## config.mk

```make
export PLATFORM = sky130hd
export DESIGN_NAME = rtc_init_sequencer
export DESIGN_NICKNAME = d
export VERILOG_FILES = /design/src/rtl/rtc_pkg.sv /design/src/rtl/settle_counter.sv /design/src/rtl/rtc_init_sequencer.sv
export SDC_FILE = /design/constraint.sdc
export NUM_CORES = 1
export LEC_CHECK = 0
export ABC_AREA = 0
export ABC_CLOCK_PERIOD_IN_PS = 5050
export BUFFER_PORTS_ARGS = -buffer_cell sky130_fd_sc_hd__buf_2
export CAP_MARGIN = 10
export CORE_UTILIZATION = 55
export CTS_CLUSTER_DIAMETER = 100
export DETAILED_ROUTE_END_ITERATION = 10
export PLACE_DENSITY = 0.84
export SLEW_MARGIN = 25
export SYNTH_ARGS = -nofsm -noshare
export SYNTH_HDL_FRONTEND = slang
export SYNTH_SLANG_ARGS = --single-unit
```

## constraint.sdc

```tcl
create_clock -name clk -period 5.05 [get_ports clk]
set_input_delay 1.01 -clock clk [delete_from_list [all_inputs] [get_ports clk]]
set_output_delay 1.01 -clock clk [all_outputs]
set_load 0.05 [all_outputs]
```

## src/rtl/rtc_pkg.sv

```systemverilog
// rtc_pkg
//   Shared definitions for the RTC power-up programming logic:
//   - sequencer state encoding
//   - RTC register address map
//   - the power-up init table, exposed as rtc_init_entry(idx) -> {addr, data}
package rtc_pkg;

  localparam int RTC_ADDR_W = 8;
  localparam int RTC_DATA_W = 8;

  typedef enum logic [2:0] {
    ST_IDLE   = 3'd0,
    ST_LOAD   = 3'd1,
    ST_REQ    = 3'd2,
    ST_SETTLE = 3'd3,
    ST_DONE   = 3'd4
  } state_t;

  // RTC register map
  localparam logic [7:0] RTC_REG_SECONDS = 8'h00;
  localparam logic [7:0] RTC_REG_MINUTES = 8'h01;
  localparam logic [7:0] RTC_REG_HOURS   = 8'h02;
  localparam logic [7:0] RTC_REG_DAY     = 8'h03;
  localparam logic [7:0] RTC_REG_DATE    = 8'h04;
  localparam logic [7:0] RTC_REG_MONTH   = 8'h05;
  localparam logic [7:0] RTC_REG_YEAR    = 8'h06;
  localparam logic [7:0] RTC_REG_ALARM1  = 8'h07;
  localparam logic [7:0] RTC_REG_ALARM2  = 8'h0B;
  localparam logic [7:0] RTC_REG_CONTROL = 8'h0E;
  localparam logic [7:0] RTC_REG_STATUS  = 8'h0F;
  localparam logic [7:0] RTC_REG_TRICKLE = 8'h10;

  typedef struct packed {
    logic [RTC_ADDR_W-1:0] addr;
    logic [RTC_DATA_W-1:0] data;
  } rtc_entry_t;

  // Control/status go first so the oscillator and interrupts are in a known
  // state before the time-of-day registers are written.
  function automatic rtc_entry_t rtc_init_entry(input logic [3:0] idx);
    rtc_entry_t e;
    case (idx)
      4'd0:    e = {RTC_REG_CONTROL, 8'h1C};
      4'd1:    e = {RTC_REG_STATUS,  8'h00};
      4'd2:    e = {RTC_REG_SECONDS, 8'h00};
      4'd3:    e = {RTC_REG_MINUTES, 8'h30};
      4'd4:    e = {RTC_REG_HOURS,   8'h12};
      4'd5:    e = {RTC_REG_DAY,     8'h01};
      4'd6:    e = {RTC_REG_DATE,    8'h15};
      4'd7:    e = {RTC_REG_MONTH,   8'h06};
      4'd8:    e = {RTC_REG_YEAR,    8'h24};
      4'd9:    e = {RTC_REG_ALARM1,  8'h00};
      4'd10:   e = {RTC_REG_ALARM2,  8'h00};
      4'd11:   e = {RTC_REG_TRICKLE, 8'hA5};
      default: e = {RTC_REG_STATUS,  8'h00};
    endcase
    return e;
  endfunction

endpackage

```

## src/rtl/settle_counter.sv

```systemverilog
// settle_counter
//   Gap counter that runs 0..MAX_COUNT while enabled and flags the terminal
//   count combinationally. It wraps to 0 on terminal count and never exceeds
//   MAX_COUNT; clear forces it to 0.
// Ports:
//   clk      in  system clock
//   reset    in  asynchronous active-high reset
//   enable   in  count this cycle
//   clear    in  synchronous clear (wins over enable)
//   terminal out enable && count == MAX_COUNT
module settle_counter #(
  parameter int MAX_COUNT = 48
) (
  input  logic clk,
  input  logic reset,
  input  logic enable,
  input  logic clear,
  output logic terminal
);

  localparam int CW = (MAX_COUNT > 0) ? $clog2(MAX_COUNT + 1) : 1;
  localparam logic [CW-1:0] LAST = CW'(MAX_COUNT);

  logic [CW-1:0] count_reg;
  logic [CW-1:0] count_next;

  assign terminal = enable && (count_reg == LAST);

  always_comb begin
    count_next = count_reg;
    if (clear) begin
      count_next = '0;
    end else if (enable) begin
      count_next = terminal ? '0 : count_reg + CW'(1);
    end
  end

  always_ff @(posedge clk or posedge reset) begin
    if (reset) begin
      count_reg <= '0;
    end else begin
      count_reg <= count_next;
    end
  end

endmodule

```

## src/rtl/rtc_init_sequencer.sv

```systemverilog
// rtc_init_sequencer
//   Walks the RTC init table and issues each (addr, data) pair as a write
//   request over a req/ack handshake, with a settle gap of SETTLE_CYCLES+1
//   clocks after every ack. An ack that never comes flags a sticky error.
// Ports:
//   clk, reset        clock; asynchronous active-high reset
//   start             one-cycle pulse, honoured only in IDLE
//   abort             synchronous abort back to IDLE (highest priority)
//   wr_req            write request, held until wr_ack
//   wr_addr, wr_data  register address/data, stable while wr_req=1
//   wr_ack            one-cycle completion pulse from the bus engine
//   step              current table index
//   busy              high in LOAD/REQ/SETTLE
//   done              one-cycle pulse after the last settle gap
//   error             sticky ack-timeout flag, cleared by the next start
module rtc_init_sequencer
  import rtc_pkg::*;
#(
  parameter int NUM_WRITES     = 8,
  parameter int ADDR_W         = 8,
  parameter int DATA_W         = 8,
  parameter int SETTLE_CYCLES  = 48,
  parameter int TIMEOUT_CYCLES = 255
) (
  input  logic              clk,
  input  logic              reset,
  input  logic              start,
  input  logic              abort,
  output logic              wr_req,
  output logic [ADDR_W-1:0] wr_addr,
  output logic [DATA_W-1:0] wr_data,
  input  logic              wr_ack,
  output logic [3:0]        step,
  output logic              busy,
  output logic              done,
  output logic              error
);

  localparam logic [3:0] LAST_STEP = 4'(NUM_WRITES - 1);
  localparam int TW = $clog2(TIMEOUT_CYCLES + 1);
  // The timeout fires on the cycle whose increment would bring the counter
  // to TIMEOUT_CYCLES, so REQ lasts at most TIMEOUT_CYCLES clocks.
  localparam logic [TW-1:0] TO_LAST = TW'(TIMEOUT_CYCLES - 1);

  state_t            state_reg, state_next;
  logic [3:0]        step_reg, step_next;
  logic [TW-1:0]     to_cnt_reg, to_cnt_next;
  logic              error_reg, error_next;
  logic [ADDR_W-1:0] addr_reg, addr_next;
  logic [DATA_W-1:0] data_reg, data_next;
  rtc_entry_t        entry;
  logic              settle_tc;

  settle_counter #(
    .MAX_COUNT(SETTLE_CYCLES)
  ) u_settle (
    .clk     (clk),
    .reset   (reset),
    .enable  (state_reg == ST_SETTLE),
    .clear   (state_reg != ST_SETTLE),
    .terminal(settle_tc)
  );

  always_comb begin
    state_next  = state_reg;
    step_next   = step_reg;
    to_cnt_next = to_cnt_reg;
    error_next  = error_reg;
    addr_next   = addr_reg;
    data_next   = data_reg;
    entry       = rtc_init_entry(step_reg);

    if (abort) begin
      state_next = ST_IDLE;
    end else begin
      case (state_reg)
        ST_IDLE: begin
          if (start) begin
            state_next = ST_LOAD;
            step_next  = '0;
            error_next = 1'b0;
          end
        end
        ST_LOAD: begin
          addr_next   = ADDR_W'(entry.addr);
          data_next   = DATA_W'(entry.data);
          to_cnt_next = '0;
          state_next  = ST_REQ;
        end
        ST_REQ: begin
          // Ack is checked first so an ack on the timeout cycle still succeeds.
          if (wr_ack) begin
            state_next = ST_SETTLE;
          end else if (to_cnt_reg == TO_LAST) begin
            error_next = 1'b1;
            state_next = ST_IDLE;
          end else begin
            to_cnt_next = to_cnt_reg + TW'(1);
          end
        end
        ST_SETTLE: begin
          if (settle_tc) begin
            if (step_reg == LAST_STEP) begin
              state_next = ST_DONE;
            end else begin
              step_next  = step_reg + 4'd1;
              state_next = ST_LOAD;
            end
          end
        end
        ST_DONE: begin
          state_next = ST_IDLE;
        end
        default: begin
          state_next = ST_IDLE;
        end
      endcase
    end
  end

  always_ff @(posedge clk or posedge reset) begin
    if (reset) begin
      state_reg  <= ST_IDLE;
      step_reg   <= '0;
      to_cnt_reg <= '0;
      error_reg  <= 1'b0;
      addr_reg   <= '0;
      data_reg   <= '0;
    end else begin
      state_reg  <= state_next;
      step_reg   <= step_next;
      to_cnt_reg <= to_cnt_next;
      error_reg  <= error_next;
      addr_reg   <= addr_next;
      data_reg   <= data_next;
    end
  end

  // Decoded straight from the state register so reset drops wr_req at once.
  assign wr_req  = (state_reg == ST_REQ);
  assign busy    = (state_reg == ST_LOAD) || (state_reg == ST_REQ) ||
                   (state_reg == ST_SETTLE);
  assign done    = (state_reg == ST_DONE);
  assign error   = error_reg;
  assign step    = step_reg;
  assign wr_addr = addr_reg;
  assign wr_data = data_reg;

endmodule
```

==> results.md, run 1 <==
* I/O pin total at 29
* Post CTS Setup Buffer Count at 0
* Core area at 3150 sq um
* Critical-path cell list: or3b_1, inv_1, buf_2
* Setup Skew at 4.96 ps
* Tcrit/Tclk final at 52.3%
* Hold Crit Depth at 2
* Sum Neg Setup Slack at 0 ps
* Leakage at 0.986 nW
* Area contributors post-synth: dfrtp_1 (43%), ha_1 (8.6%), o21ai_0 (5.3%)
* Synth Area in XOR/XNOR at 1.84%
* Top FF cell, synth: dfrtp_1
* FF-to-FF path depth at 4
* Maximum cell stage delay along the critical path at 510 ps
* Outcome: finished clean
* Largest family of logic cells by synthesized area: simple AND/OR/NAND/NOR gates
* Wire per inst at 12.8 um
* Flops & latches, synth at 33
* CP top delay family: flip-flops
* Layout cell share with drive strength beyond 1 at 17.5%
* # hold bufs at CTS at 0
* Number of flip-flops in the largest register at 8
* Crit Path Class: flop to output pin
* Initial antenna violation count at 0
* Multiplexer share of the synthesized area at 1.71%
* Post-CTS Resized at 0
* Fmax at 379 MHz
* Overflow after GRT at 0
* Global-route usage over all layers at 22.5%
* First-pass GRT wire length at 6.00 mm
* Cell area after synthesis at 1900 sq um
* Mapped Avg Cell Area at 9.31 sq um
* Largest net degree at the start of global routing at 34
* Asr flop ratio synth at 100%
* Critical hold path startpoint: wr_data[4]
* Post-synth cell types at 45
* Critical R2R Launch: state_reg[0]
* Vias per cell at 5.60
* Worst slew margin at 36.9%
* WP data required at 4040 ps
* DIE AREA at 3690 sq um
* H-tree levels at 2
* Share of the synthesized area in the top cell type at 43.5%
* CP Buf/Inv Count at 2
* Synth top cells by count: dfrtp_1 (33), nand2_1 (25), o21ai_0 (20)
* Clk sinks at 33
* Placed wire-length estimate at 2.59 mm
* Row count at 20
* Yosys warning count at 0
* Number of flops mapped to enable cells by yosys at 0
* Remaining DRCs at 0
* Wirelength, routed at 3.48 mm
* Area grow syn2layout at 10.0%
* Min Tclk post-route at 2640 ps
* Number of antenna diodes at 0
* Die extent in x at 60.8 um
* Vias in the first global route at 1,360
* Hold path endpoint: wr_data[4]
* Worst Tran Pin Value at 940 ps
* Design area at 2090 sq um
* RR Endpoint: to_cnt_reg[2]
* Syn Inst Count at 204
* Unrepaired setup endpoints after global routing: false
* Power per Cell Area at 341 nW/um^2
* Post-route ant nets at 0
* Final setup viols at 0
* Root Driver: clkbuf_4
* Hold Crit Class: flop to flop
* Register-to-register setup slack at 2850 ps
* Nets at 245
* Placed cell areas at 2020 sq um
* Max FO, Critical Path at 11
* Clock Latency Late Sink at 340 ps
* Post-synthesis compound-gate area fraction at 16.1%
* 1st-pass router iterations at 4
* CTS buffer count at 5
* Count leader, synth: dfrtp_1
* Slowest cell on the critical path: dfrtp_1
* Sequential element share of the synthesized area at 43.5%
* Max_cap viols at 0
* Final hold violations at 0
* Via count at 1,523
* Die span in y at 60.8 um
* Clock Path Buffers at 2
* WP data arrival at 1630 ps
* Post-Synth Adder-Cell Area at 8.56%
* 1st-iter DRT viols at 73
* Yosys top cell by area: dfrtp_1
* TritonCTS clock tree: yes
* Crit end category: output pin
* VDD IR max at 0.329 mV
* Hold Slack at 479 ps
* Final Util at 66.3%
* Starting Density at 60.2%
* Max-slew violations at 0
* Number of buffers added on ports at 24
* Synth Area in Simple Gates at 22.1%
* Worst-path clk slew at 100 ps
* Startpoint types: flop
* Final GP Congestion at 0.826
-- final cells by class --
type | instances | area, sq um
multi-input cells | 151 | 970
clock inverters | 1 | 5.00
repair buffers | 25 | 128
flip-flops and latches | 33 | 826
inverters | 11 | 41.3
well taps | 44 | 55.1
fillers | 272 | 1060
clock buffers | 7 | 65.1
-- metrics by stage --
stage | cells | setup slack (ps) | total power, mW
floorplan | 207 | 2820 | 0.507
global placement | 264 | 2590 | 0.548
detailed placement | 264 | 2530 | 0.551
CTS | 272 | 2390 | 0.720
global route | 272 | 2310 | 0.756
finish | 272 | 2410 | 0.712
-- placed cells by master (no fill, tap or decap), types with 2 or more instances in the layout --
cell      netlist  layout
xnor2_1         2       2
nor3_1          3       3
nand2b_1        3       3
conb_1          1       4
nand3_1         5       5
a21oi_1        10      10
ha_1           13      13
or4_1           5       5
buf_2           2      24
and2_1          4       4
clkbuf_4        0       5
inv_1          11      11
mux2_2          2       2
o21ai_0        20      20
clkbuf_8        0       2
nand2_1        25      25
a31oi_1         2       2
dfrtp_1        33      33
o211ai_1        2       2
nor2_1         14      14
or3_1           5       5
nand4_1         2       2
xor2_1          2       2
o31ai_1         6       6
and3_1          2       2
o21a_1          2       2
-- layer usage --
layer | vias up | share of wire, % | GRT usage [%]
li1 | 761 | - | -
met1 | 722 | 48 | 29.8
met2 | 30 | 46 | 35.0
met3 | 10 | 3.4 | 4.48
met4 | 0 | 2.4 | 12.0
met5 | - | 0 | 0
-- power by group --
part	leakage, nW	internal, mW	switching [mW]
clock network	0.0413	0.0806	0.0874
logic	0.503	0.0505	0.170
registers	0.442	0.299	0.0255
total	0.986	0.430	0.283
-- how the worst max path moves through the flow --
| stage | from | to | slack [ps] | cells after the start |
|---|---|---|---|---|
| 3_3_place_gp | abort | to_cnt_reg[3] | 2590 | 5 |
| 6_report | state_reg[0] | wr_req | 2410 | 3 |
| 4_1_cts | state_reg[0] | wr_req | 2390 | 3 |
| 3_5_place_dp | abort | to_cnt_reg[3] | 2530 | 5 |
| 2_1_floorplan | state_reg[0] | busy | 2820 | 3 |
| 5_1_grt | state_reg[0] | wr_req | 2310 | 3 |
-- cell families after synthesis --
logic type / Yosys count
DFF: 33
muxes: 3
other: 1
adders and majority gates: 13
AOI/OAI and AO/OA: 49
xor gates and xnor gates: 4
buffers and inverters: 23
and+or+nand+nor: 78
-- worst min-delay path, delay by kind of cell (launching register included) --
family	cells	cell delay, ps
AO/OA/AOI/OAI	1	60
AND/OR/NAND/NOR	1	50
flip-flops	1	340
(Power assumes the default switching activity.)
==> run 2: changes to the inputs <==
Settings changed: ABC_CLOCK_PERIOD_IN_PS 5050 to 2660.
Clock period 5.05 ns to 2.66 ns, I/O delays scaled along.
==> results.md, run 2 (synthesized netlist as in run 1, its figures left out) <==
* Outcome: finished clean
* DIE AREA at 3690 sq um (unchanged)
* Placed cell areas at 2030 sq um (+0.74%)
* Vias in the first global route at 1,445 (+6.3%)
* Placed wire-length estimate at 2.82 mm (+8.9%)
* Wire per inst at 13.5 um (+5.4%)
* Post-CTS Resized at 0 (unchanged)
* Commonest non-fill, non-tap cell in the layout: dfrtp_1
* Design area at 2140 sq um (+2.3%)
* Root Driver: clkbuf_4
* Max FO, Critical Path at 12 (+1)
* Remaining DRCs at 0 (unchanged)
* WP data required at 2130 ps (-1910 ps)
* Unrepaired setup endpoints after global routing: false
* Setup Skew at 13.7 ps (+8.71 ps)
* Fmax at 455 MHz
* Wirelength, routed at 3.70 mm (+6.2%)
* Row count at 20 (unchanged)
* Clock Latency Late Sink at 350 ps (about the same)
* Post CTS Setup Buffer Count at 0 (unchanged)
* Min Tclk post-route at 2200 ps
* Number of flip-flops in the largest register at 8 (unchanged)
* Post-route ant nets at 0 (unchanged)
* Most frequent cells in the layout: dfrtp_1 (33), nand2_1 (25), buf_2 (24), o21ai_0 (20), nor2_1 (14)
* P_int at 955 uW (+120%)
* Worst-path clk slew at 110 ps (about the same)
* Storage element area at 826 sq um (unchanged)
* Global-route usage over all layers at 24.3% (+1.7 points)
* Nets at 247 (+0.82%)
* Worst Tran Pin Value at 589 ps (-351 ps)
* Number of buffers added on ports at 24 (unchanged)
* 1st-pass router iterations at 4 (unchanged)
* Via count at 1,504 (-1.2%)
* Final GP Congestion at 0.826 (about the same)
* Die span in y at 60.8 um (unchanged)
* Leakage at 1.01 nW (+2.4%)
* Clk sinks at 33 (unchanged)
* Worst slew margin at 60.7% (+24 points)
* H-tree levels at 2 (unchanged)
* Crit end category: output pin
* VDD IR max at 0.521 mV (+58%)
* Area grow syn2layout at 12.5%
* Die extent in x at 60.8 um (unchanged)
* Final setup viols at 0 (unchanged)
* Tcrit/Tclk final at 82.6%
* Hold Crit Class: input port to asynchronous set/reset pin
* Initial antenna violation count at 0 (unchanged)
* Largest net degree at the start of global routing at 22 (-35%)
* Overflow after GRT at 0 (unchanged)
* Power per Cell Area at 705 nW/um^2 (+110%)
* Net Switching at 552 uW (+95%)
* TritonCTS clock tree: yes
* Final hold violations at 0 (unchanged)
* Combinational share of power at 28.0% (-2.9 points)
* Multi-input gate area at 970 sq um (unchanged)
* Crit Path Class: flop to output pin
* Seq pwr share at 41.0% (-4.5 points)
* Clk pwr share at 31.1% (+7.5 points)
* Core area at 3150 sq um (unchanged)
* 1st-iter DRT viols at 91 (+25%)
* Layout cell share with drive strength beyond 1 at 18.3% (+0.72 points)
* Hold Slack at 108 ps (-371 ps)
* Sum Neg Setup Slack at 0 ps (unchanged)
* Starting Density at 60.2% (unchanged)
* Vias per cell at 5.49 (-2.0%)
* I/O pin total at 29 (unchanged)
* Switching share of power at 36.6% (-3.1 points)
* Max_cap viols at 0 (unchanged)
* First-pass GRT wire length at 6.47 mm (+7.7%)
* # hold bufs at CTS at 0 (unchanged)
* Startpoint types: flop
* Number of antenna diodes at 0 (unchanged)
* Max-slew violations at 0 (unchanged)
* WP data arrival at 1660 ps (+30 ps)
* Fillers at 293 (+7.7%)
* CTS buffer count at 5 (unchanged)
* Clock Path Buffers at 2 (unchanged)
run 2: cell type report:
type,count,area share [%]
Timing Repair Buffer,27,6.67
Clock buffer,5,1.76
Tap cell,44,2.58
Multi-Input combinational cell,151,45.4
Inverter,11,1.93
Clock inverter,3,3.04
Sequential cell,33,38.6
run 2: through the flow:
stage                     power, mW  util (%)  setup WS (ps)  instances
final                          1.51      67.8            464        274
after global placement         1.04      64.5            678        266
after detailed placement       1.05      64.5            631        266
after CTS                      1.52      67.8            460        274
after global routing           1.58      67.8            404        274
after floorplan               0.962         -            830        207
run 2: path summary, 6_finish.rpt:
path | from | end | slack [ps] | cells after the start
setup / recovery | state_reg[1] | wr_req | 460 | 3
hold / removal | reset | step[3] | 110 | 2
setup reg to reg | state_reg[1] | to_cnt_reg[3] | 740 | 4
hold reg to reg | u_settle.count_reg[0] | u_settle.count_reg[0] | 480 | 1
max in group asynchronous | reset | u_settle.count_reg[2] | 2050 | 3
min in group clk | u_settle.count_reg[0] | u_settle.count_reg[0] | 480 | 1
run 2: power by group through the flow:
stage	logic (mW)	registers [mW]	clock network (mW)
3_3_place_gp	0.418	0.624	0
4_1_cts	0.424	0.617	0.481
3_5_place_dp	0.423	0.627	0
6_report	0.421	0.617	0.468
5_1_grt	0.457	0.624	0.502
2_1_floorplan	0.163	0.799	0
run 2: critical path, cell delays in order, from the launching register on:
cell and delay [ps]:
dfrtp_1 560, or3b_1 440, inv_1 60, buf_2 250
run 2: metal layers:
| metal | vias to the layer above | routed length, um | GRT usage (%) |
|---|---|---|---|
| met5 | - | 0 | 0 |
| met4 | 0 | 45 | 7.79 |
| met3 | 7 | 182 | 6.40 |
| met2 | 39 | 1780 | 39.9 |
| met1 | 700 | 1690 | 31.4 |
| li1 | 758 | - | - |
==> run 3: changes to the inputs <==
Settings changed: ABC_AREA 0 to 1, ABC_CLOCK_PERIOD_IN_PS 2660 to 2090, PLACE_DENSITY 0.84 to 0.83.
Clock period 2.66 ns to 2.09 ns, I/O delays scaled along.
==> results.md, run 3 <==
* Post-CTS Resized at 0 (unchanged)
* Vias in the first global route at 1,347 (-6.8%)
* Placed wire-length estimate at 2.65 mm (-5.8%)
* Min Tclk post-route at 1920 ps
* Nets at 298 (+21%)
* Remaining DRCs at 0 (unchanged)
* Synth top cells by count: nand2_1 (65), dfrtp_1 (33), inv_1 (30), nor2_1 (30), nand3_1 (21)
* Global-route usage over all layers at 20.8% (-3.5 points)
* Post CTS Setup Buffer Count at 0 (unchanged)
* Number of buffers added on ports at 24 (unchanged)
* Root Driver: clkbuf_4
* # hold bufs at CTS at 0 (unchanged)
* First-pass GRT wire length at 5.72 mm (-12%)
* Max FO, Critical Path at 9 (-3)
* Via count at 1,642 (+9.2%)
* Syn Inst Count at 253 (+24%)
* Met2 WL at 1.58 mm (-11%)
* Yosys top cell by area: dfrtp_1
* Crit Path Class: flop to output pin
* H-tree levels at 2 (unchanged)
* WL met3 at 134 um (-26%)
* Max_cap viols at 0 (unchanged)
* Highest routed layer: met4
* Final Util at 63.6% (-4.2 points)
* 1st-iter DRT viols at 82 (-9.9%)
* Sum Neg Setup Slack at 0 ps (unchanged)
* Unrepaired setup endpoints after global routing: false
* Area contributors post-synth: dfrtp_1 (42%), nand2_1 (12%), ha_1 (8.3%)
* Top FF cell, synth: dfrtp_1
* Clock Latency Late Sink at 340 ps (about the same)
* Yosys warning count at 0 (unchanged)
* Starting Density at 58.0% (-2.2 points)
* Count leader, synth: nand2_1
* Post-route ant nets at 0 (unchanged)
* Fmax at 522 MHz
* Mapped Avg Cell Area at 7.77 sq um (-17%)
* Overflow after GRT at 0 (unchanged)
* Die extent in x at 61.8 um (+1.7%)
* Clk sinks at 33 (unchanged)
* Vias per cell at 5.02 (-8.5%)
* Clock Path Buffers at 2 (unchanged)
* Startpoint types: flop
* Share of the synthesized area in the top cell type at 42.0% (-1.5 points)
* Number of flip-flops in the largest register at 8 (unchanged)
* Asr flop ratio synth at 100% (unchanged)
* Final setup viols at 0 (unchanged)
* WP data arrival at 1500 ps (-160 ps)
* M1 WL at 1.79 mm (+5.8%)
* Area grow syn2layout at 9.61%
* Flops & latches, synth at 33 (unchanged)
* I/O pin total at 29 (unchanged)
* Final GP Congestion at 0.863 (+4.5%)
* Final hold violations at 0 (unchanged)
* Core area at 3390 sq um (+7.5%)
* TritonCTS clock tree: yes
* Tcrit/Tclk final at 91.7%
* CTS buffer count at 5 (unchanged)
* Hold Crit Class: input port to asynchronous set/reset pin
* Row count at 21 (+5.0%)
* Post-synth cell types at 30 (-33%)
* Fillers at 295 (+0.68%)
* Number of antenna diodes at 0 (unchanged)
* Outcome: finished clean
* 1st-pass router iterations at 4 (unchanged)
* Wire per inst at 10.9 um (-19%)
* Most frequent cells in the layout: nand2_1 (65), dfrtp_1 (33), inv_1 (30), nor2_1 (30), buf_2 (24)
* Die span in y at 61.8 um (+1.7%)
* DIE AREA at 3820 sq um (+3.4%)
* Leakage at 1.15 nW (+14%)
* Sequential element share of the synthesized area at 42.0% (-1.5 points)
* Power per Cell Area at 1100 nW/um^2 (+56%)
* Layout cell share with drive strength beyond 1 at 16.0% (-2.2 points)
* Max-slew violations at 0 (unchanged)
* Initial antenna violation count at 0 (unchanged)
* Setup Skew at 12.2 ps (-1.50 ps)
* Worst-path clk slew at 100 ps (about the same)
* WP data required at 1670 ps (-460 ps)
* Wirelength, routed at 3.57 mm (-3.6%)
* VDD IR max at 0.652 mV (+25%)
* Number of flops mapped to enable cells by yosys at 0 (unchanged)
* FF-to-FF path depth at 6 (+2)
* Hold Slack at 140 ps (+32.8 ps)
* Commonest non-fill, non-tap cell in the layout: nand2_1
* Crit end category: output pin
* Largest net degree at the start of global routing at 34 (+55%)
* Cell area after synthesis at 1970 sq um (+3.5%)
[run 3: cell families (layout without fill, tap and decap cells)]
logic type	Yosys count	after routing	synth area share, %
XOR/XNOR	4	4	1.78
buffers and inverters	42	67	9.67
AO/OA/AOI/OAI	24	24	6.87
flip-flops	33	33	42.0
AND/OR/NAND/NOR	136	136	31.2
adder cells (fa/ha/maj)	13	13	8.28
other	1	4	0.191
[run 3: cell type report]
class	count	area (sq um)	share of cell area (%)
multi-input cells	181	961	44.6
clock buffers	6	41.3	1.92
repair buffers	26	135	6.27
clock inverters	2	10.0	0.465
flip-flops and latches	33	826	38.3
well taps	46	57.6	2.67
inverters	33	124	5.75
[run 3: stage by stage]
stage	power, mW	area, sq um	setup slack, ps	cells
2_1_floorplan	1.84	1980	67.2	256
3_3_place_gp	2.02	2100	586	319
3_5_place_dp	2.05	2100	560	319
4_1_cts	2.39	2150	159	327
5_1_grt	2.57	2150	86.7	327
6_report	2.37	2150	173	327
[run 3: worst max-delay path, cell delays in order, from the launching register on]
cell     delay [ps]
dfrtp_1         490
nor2_4          170
nand2_4          80
inv_2           140
buf_2           290
[run 3: power breakdown]
part,switching (mW),total (mW),internal (mW)
Combinational,0.862,1.15,0.285
Sequential,0.120,0.883,0.763
Clock,0.215,0.343,0.128
[run 3: metal layers]
metal	track usage, %	vias up
met3	6.63	7
met4	8.25	0
met2	31.3	32
met1	27.8	747
li1	-	856
met5	0	-
[run 3: path summary, 6_finish.rpt]
kind	to	start	slack [ps]
setup / recovery	wr_req	state_reg[0]	170
hold / removal	to_cnt_reg[2]	reset	140
setup reg to reg	step[1]	step[3]	570
hold reg to reg	wr_addr[2]	wr_addr[2]	480
max in group asynchronous	wr_data[3]	reset	1650
min in group clk	error	abort	460
